==> config.mk <==
export PLATFORM = sky130hd
export DESIGN_NAME = pwm_capture
export DESIGN_NICKNAME = d
export VERILOG_FILES = /design/src/rtl/pwm_capture_pkg.sv /design/src/rtl/pwm_capture_chan.sv /design/src/rtl/pwm_capture.sv
export SDC_FILE = /design/constraint.sdc
export NUM_CORES = 1
export LEC_CHECK = 0
export CAP_MARGIN = 20
export CORE_MARGIN = 2
export CORE_UTILIZATION = 35
export CTS_CLUSTER_DIAMETER = 40
export DETAILED_ROUTE_END_ITERATION = 7
export PLACE_DENSITY = 0.64
export RECOVER_POWER = 100
export REMOVE_ABC_BUFFERS = 1
export SYNTH_ARGS = -nofsm -noshare
export SYNTH_HDL_FRONTEND = slang
export SYNTH_HIERARCHICAL = 1
export SYNTH_SLANG_ARGS = --single-unit
==> constraint.sdc <==
create_clock -name clock -period 2.2 [get_ports clock]
set_input_delay 0.22 -clock clock [delete_from_list [all_inputs] [get_ports clock]]
set_output_delay 0.22 -clock clock [all_outputs]
set_load 0.005 [all_outputs]
==> src/rtl/pwm_capture_pkg.sv <==
// Frame definition shared by the PWM generator and the capture block so both
// ends agree on channel count, window length and duty width.
package pwm_capture_pkg;

    localparam int unsigned PwmChannels = 8;
    localparam int unsigned PwmPeriod   = 101;
    localparam int unsigned PwmDw       = 7;

endpackage

==> src/rtl/pwm_capture_chan.sv <==
// One PWM line: two-flop synchronizer feeding a saturating-free high-cycle
// accumulator that restarts on window wrap or sync.
module pwm_capture_chan #(
    parameter int unsigned DW = 7
) (
    input  logic          clk_i,
    input  logic          rst_ni,
    input  logic          pwm_i,
    input  logic          clear_i,
    input  logic          wrap_i,
    output logic [DW-1:0] sum_o
);

    logic [1:0]    sync_q;
    logic [DW-1:0] acc_q;
    logic [DW-1:0] acc_d;

    always_ff @(posedge clk_i or negedge rst_ni) begin
        if (!rst_ni) begin
            sync_q <= '0;
            acc_q  <= '0;
        end else begin
            sync_q <= {sync_q[0], pwm_i};
            acc_q  <= acc_d;
        end
    end

    // Count including this cycle's sample, so the window's last cycle is captured.
    assign sum_o = acc_q + DW'(sync_q[1]);

    always_comb begin
        acc_d = sum_o;
        if (clear_i || wrap_i) begin
            acc_d = '0;
        end
    end

endmodule

==> src/rtl/pwm_capture.sv <==
// Multi-channel PWM duty capture: counts high cycles per fixed window and
// presents the result through a valid/ready handshake with sticky overrun.
module pwm_capture
    import pwm_capture_pkg::*;
#(
    parameter int unsigned CHANNELS = PwmChannels,
    parameter int unsigned PERIOD   = PwmPeriod,
    parameter int unsigned DW       = PwmDw
) (
    input  logic                   clock,
    input  logic                   reset_n,
    input  logic [CHANNELS-1:0]    pwm_in,
    input  logic                   sync,
    output logic [CHANNELS*DW-1:0] duty,
    output logic                   valid,
    input  logic                   ready,
    output logic                   overrun,
    input  logic                   clear_ovr
);

    logic [DW-1:0]          cnt_q, cnt_d;
    logic [CHANNELS*DW-1:0] duty_q, duty_d;
    logic [CHANNELS*DW-1:0] sums;
    logic                   valid_q, valid_d;
    logic                   overrun_q, overrun_d;
    logic                   wrap;

    // sync wins over the boundary: the window is discarded with no transfer.
    assign wrap = (cnt_q == DW'(PERIOD - 1)) && !sync;

    for (genvar k = 0; k < int'(CHANNELS); k++) begin : g_chan
        pwm_capture_chan #(
            .DW (DW)
        ) u_chan (
            .clk_i   (clock),
            .rst_ni  (reset_n),
            .pwm_i   (pwm_in[k]),
            .clear_i (sync),
            .wrap_i  (wrap),
            .sum_o   (sums[k*DW +: DW])
        );
    end

    always_comb begin
        cnt_d     = cnt_q + DW'(1);
        duty_d    = duty_q;
        valid_d   = valid_q;
        overrun_d = overrun_q;
        if (sync || wrap) begin
            cnt_d = '0;
        end
        if (wrap) begin
            duty_d  = sums;
            valid_d = 1'b1;
        end else if (valid_q && ready) begin
            valid_d = 1'b0;
        end
        if (wrap && valid_q && !ready) begin
            overrun_d = 1'b1;
        end else if (clear_ovr) begin
            overrun_d = 1'b0;
        end
    end

    always_ff @(posedge clock or negedge reset_n) begin
        if (!reset_n) begin
            cnt_q     <= '0;
            duty_q    <= '0;
            valid_q   <= 1'b0;
            overrun_q <= 1'b0;
        end else begin
            cnt_q     <= cnt_d;
            duty_q    <= duty_d;
            valid_q   <= valid_d;
            overrun_q <= overrun_d;
        end
    end

    assign duty    = duty_q;
    assign valid   = valid_q;
    assign overrun = overrun_q;

endmodule
# Word-level counts from Yosys, hierarchy flattened
# Index checks and enable logic that the tools add are counted.
[totals]
output_inout_bits = 58
input_bits = 13
register_bits = 137
wordCells = 52
[classes]
eq_ne = 1
reduce_logical = 9
mux = 13
addsub = 9
[op_table]
columns = ["cell", "n"]
rows = [
  ["$mux W7", 9],
  ["$add A7 B1 Y7", 8],
  ["$add A7 B1 Y7 const B", 1],
  ["$eq A7 B7 Y1 const B", 1],
  ["$logic_and A1 B1 Y1", 4],
  ["$mux W1", 4],
  ["$reduce_bool A2 Y1", 2],
  ["$logic_not A1 Y1", 2],
  ["$logic_or A1 B1 Y1", 1],
]

# Longest topological paths before layout
[logic_depth]
word_depth = 5
ltp_mapped = 7
ltp_nobuf = 6

# By module
# Netlist, hierarchy kept.
[modules_own_cells]
columns = ["module", "seq_area_each_um2", "area_per_inst_um2", "instances", "cells_each"]
rows = [
  ["pwm_capture_chan", 225.2, 385.4, 8, 34],
  ["pwm_capture", 1626.6, 2521.2, 1, 159],
]

# Worst setup path before layout
# No wires, ideal clock.
[synth_path]
kind = "flip-flop to flip-flop"
from = "reg cnt_q[4]"
to = "reg duty_q[15], in the netlist duty[15]"
slack_ns = 0.552
path_stages_with_launch = 6
t_required_ns = 2.073
arrival_ns = 1.521
setup_time_ns = 0.127
period_less_slack_ns = 1.648
path_buffers = 2
path_cell_list = "dfrtp_1 nand4bb_2 nor3_4 buf_6 buf_6 mux2_1"
[synth_via]
elab_chain_cells = 2
[synth_rtl]
columns = ["element", "line_no", "text"]
rows = [
  ["from (decl)", "pwm_capture.sv:21", "logic [DW-1:0] cnt_q, cnt_d;"],
  ["from (signal assigned)", "pwm_capture.sv:72", "cnt_q <= cnt_d;"],
  ["$eq A7 B7 Y1", "pwm_capture.sv:29", "assign wrap = (cnt_q == DW'(PERIOD - 1)) && !sync;"],
  ["$logic_and A1 B1 Y1", "pwm_capture.sv:29", ""],
  ["to (signal assigned)", "pwm_capture.sv:73", "duty_q <= duty_d;"],
  ["to (decl)", "pwm_capture.sv:22", "logic [CHANNELS*DW-1:0] duty_q, duty_d;"],
]
# No other way between the ends.
# A chain may end at the register's enable or synchronous reset.

# Worst setup path after layout
[layout_path]
from = "reg cnt_q[3]"
to = "reg duty_q[1], in the netlist duty[1]"
# The elaborated chain is that of the path after synthesis.

==> flow_summary.ini <==
[logic_synthesis]
synth_seq_cells = 137
yosysSeqAreaShare_pct = 61.2
synth_top_area_share_pct = 61.2
synth_ff_type = dfrtp_1
async_flop_share_pct = 100
yosysTopAreaCell = dfrtp_1
synth_area_leaders = dfrtp_1 (61%), mux2_2 (7.2%), and2_1 (4.5%)
syn_avg_cell_area_um2 = 13.0
synthCells = 431
netlist_area_mm2 = 0.00560
synth_cell_types = 23
synth.most_common_cell = dfrtp_1
synth_edf_count = 0
netlist_top_cells_count = dfrtp_1 (137), and2_1 (40), mux2_2 (36)
yosys_warnings = 6

[routing]
routed_wl_um = 10200
vias = 3441
drc = 0
ant_nets = 0
vias_per_cell = 4.59
wl_per_cell_um = 13.6
drt_iter0_markers = 143
dr.pass1.iters = 4

[power]
power_density_mw_per_mm2 = 807
leakage_uw = 0.00363
peakVddDrop_v = 0.000500

[layout]
diodes = 0
final_area_mm2 = 0.00725
area_growth_pct = 29.3
fill_cells = 1470
drive_above_1_share_pct = 17.1
fin_util_pct = 46.0
nNetsFinal = 551

[setup_path]
r2r-end = duty[1]
cpMaxStageDelayCell = dfrtp_1
worstPathArrival_ns = 2.18
critPathKind = register to register
crit_required_ns = 2.49
critPathMaxStageDelay_ns = 0.41
start_kind = register
cp-end-kind = register
worst-path-max-fanout = 40
cp_cell_sequence = nand4bb_1 -> nor3_4 -> buf_12 -> mux2_2
r2r_cells = 4
worst-r2r-setup-slack_ns = 0.32
r2r-start = cnt_q[3]

[timing]
setup_ws_ns = 0.316
rsz0062_at_grt = no
drv_slew = 61
clock.fmax_mhz = 531
min_period_over_period_pct = 85.6
worst_pin_slew_ns = 1.58
setup_viol = 0
clock_skew_ns = 0.00530
hold_violations = 0
finalCriticalPeriod_ns = 1.88
slew_headroom_pct = -5.22

[hold_path]
hold_class = register to register
holdPathStages = 0
whs_endpoint = g_chan[0].u_chan/sync_q[1]
hold_path.startpoint = g_chan[0].u_chan/sync_q[0]

[clock_network]
cts_max_level = 4
post_cts_buffers = 0
cts_root_buffer = clkbuf_16
clk_path_buf_depth = 2
cts_hold_buf = 1
cts.sinks = 137
clk_latency_ns = 0.41
ctsResizeCount = 0
cts_tree = built
clk_pin_slew_worst_paths_ns = 0.06
cts_buffers = 17

[die]
io_pins = 71
die_w_um = 131
core.rowCount = 46
start_util_pct = 35.5
die_h_um = 131
core_area_mm2 = 0.0158
die-area_mm2 = 0.0170

[placement]
io_buffers = 70
dp_slack_ns = 0.368
dp_hpwl_um = 6850
place_congestion = 0.694
placed_area_mm2 = 0.00661

[global_routing]
gr-total-overflow = 0
grt_pass1_wl_um = 17600
antenna_found_initial = 0
grt_max_degree = 63
track_usage_pct = 13.5
grt_pass1_vias = 3684

[outcome]
status = finished, violations left
violations = max-capacitance violations, max-slew violations

[job]
drv_cap = 1
registers in the layout (all words and copies together) (netlist names):
| signal | flops |
|---|---|
| valid | 1 |
| cnt_q | 7 |
| g_chan.u_chan/acc_q | 56 |
| duty | 56 |
| g_chan.u_chan/sync_q | 16 |
| overrun | 1 |
placed cells by master, fill, tap and decap left out, types with 4 or more instances in the layout:
master         netlist  final
nand3_2              8      8
nand2_1             35     35
buf_12               0      4
o21ai_0             18     18
and2_1              40      9
a21oi_1             18     18
clkbuf_16            0     17
or2_2                8      8
dfrtp_1            137    137
or3_1               18     18
mux2_2              36     36
xor2_1              10     10
nand3_1             19     19
mux2_1              20     20
dlygate4sd3_1        0     67
xnor2_1             17     17
clkinv_2             0      6
and2_0               0     31
bufinv_16            0      5
nor2_1              13     13
ha_1                18     18
worst max path at each step:
| stage | start | end | slack [ns] | depth (start not counted) |
|---|---|---|---|---|
| 2_1_floorplan | cnt_q[4] | g_chan[0].u_chan/acc_q[0] | -0.72 | 4 |
| 3_3_place_gp | cnt_q[4] | duty[35] | 0.37 | 4 |
| 3_5_place_dp | cnt_q[4] | duty[36] | 0.37 | 4 |
| 4_1_cts | cnt_q[4] | duty[1] | 0.35 | 4 |
| 5_1_grt | reset_n | duty[32] | 0.21 | 2 |
| 6_report | cnt_q[3] | duty[1] | 0.32 | 4 |
critical path: cells and delay by family, from the launching register on:
family / cells / cell delay [ns]
buffers and inverters: 1 / 0.27
DFF: 1 / 0.41
muxes: 1 / 0.37
and+or+nand+nor: 2 / 0.69
where the power goes:
part / total (µW) / internal [µW] / switching [µW]
clock network: 3060 / 2030 / 1040
logic: 190 / 74.5 / 115
registers: 2600 / 2570 / 27.9
metal layers:
metal / wire [µm] / global-route usage (%)
met1: 4780 / 17.4
met2: 4710 / 20.6
met3: 532 / 4.93
met4: 159 / 5.57
met5: 0 / 0
metrics by stage:
stage / instances / power, µW / setup TNS (ns) / hold slack, ns
floorplan: 425 / 2720 / -75.74 / -0.0756
global placement: 716 / 2840 / 0 / 0.247
detailed placement: 716 / 2850 / 0 / 0.251
CTS: 749 / 5950 / 0 / 0.220
global route: 749 / 6100 / 0 / 0.337
finish: 749 / 5850 / 0 / 0.347
kinds of logic after synthesis:
| group | Yosys count | share of synthesized area (%) |
|---|---|---|
| AOI/OAI and AO/OA | 38 | 3.51 |
| xor gates and xnor gates | 27 | 4.22 |
| adders and majority gates | 18 | 4.02 |
| buffers and inverters | 9 | 1.21 |
| DFF | 137 | 61.2 |
| muxes | 56 | 11.3 |
| and+or+nand+nor | 146 | 14.6 |
final cells by class:
| type | instances | area (µm²) | share of cell area (%) |
|---|---|---|---|
| sequential | 137 | 3430 | 47.3 |
| multi-input combinational | 285 | 2100 | 29.0 |
| timing repair buffer | 76 | 793 | 10.9 |
| clock buffer | 18 | 439 | 6.06 |
| tap | 216 | 270 | 3.73 |
| clock inverter | 14 | 203 | 2.80 |
| inverter | 3 | 11.3 | 0.155 |
Note: power is estimated with default switching activity, not from simulation.
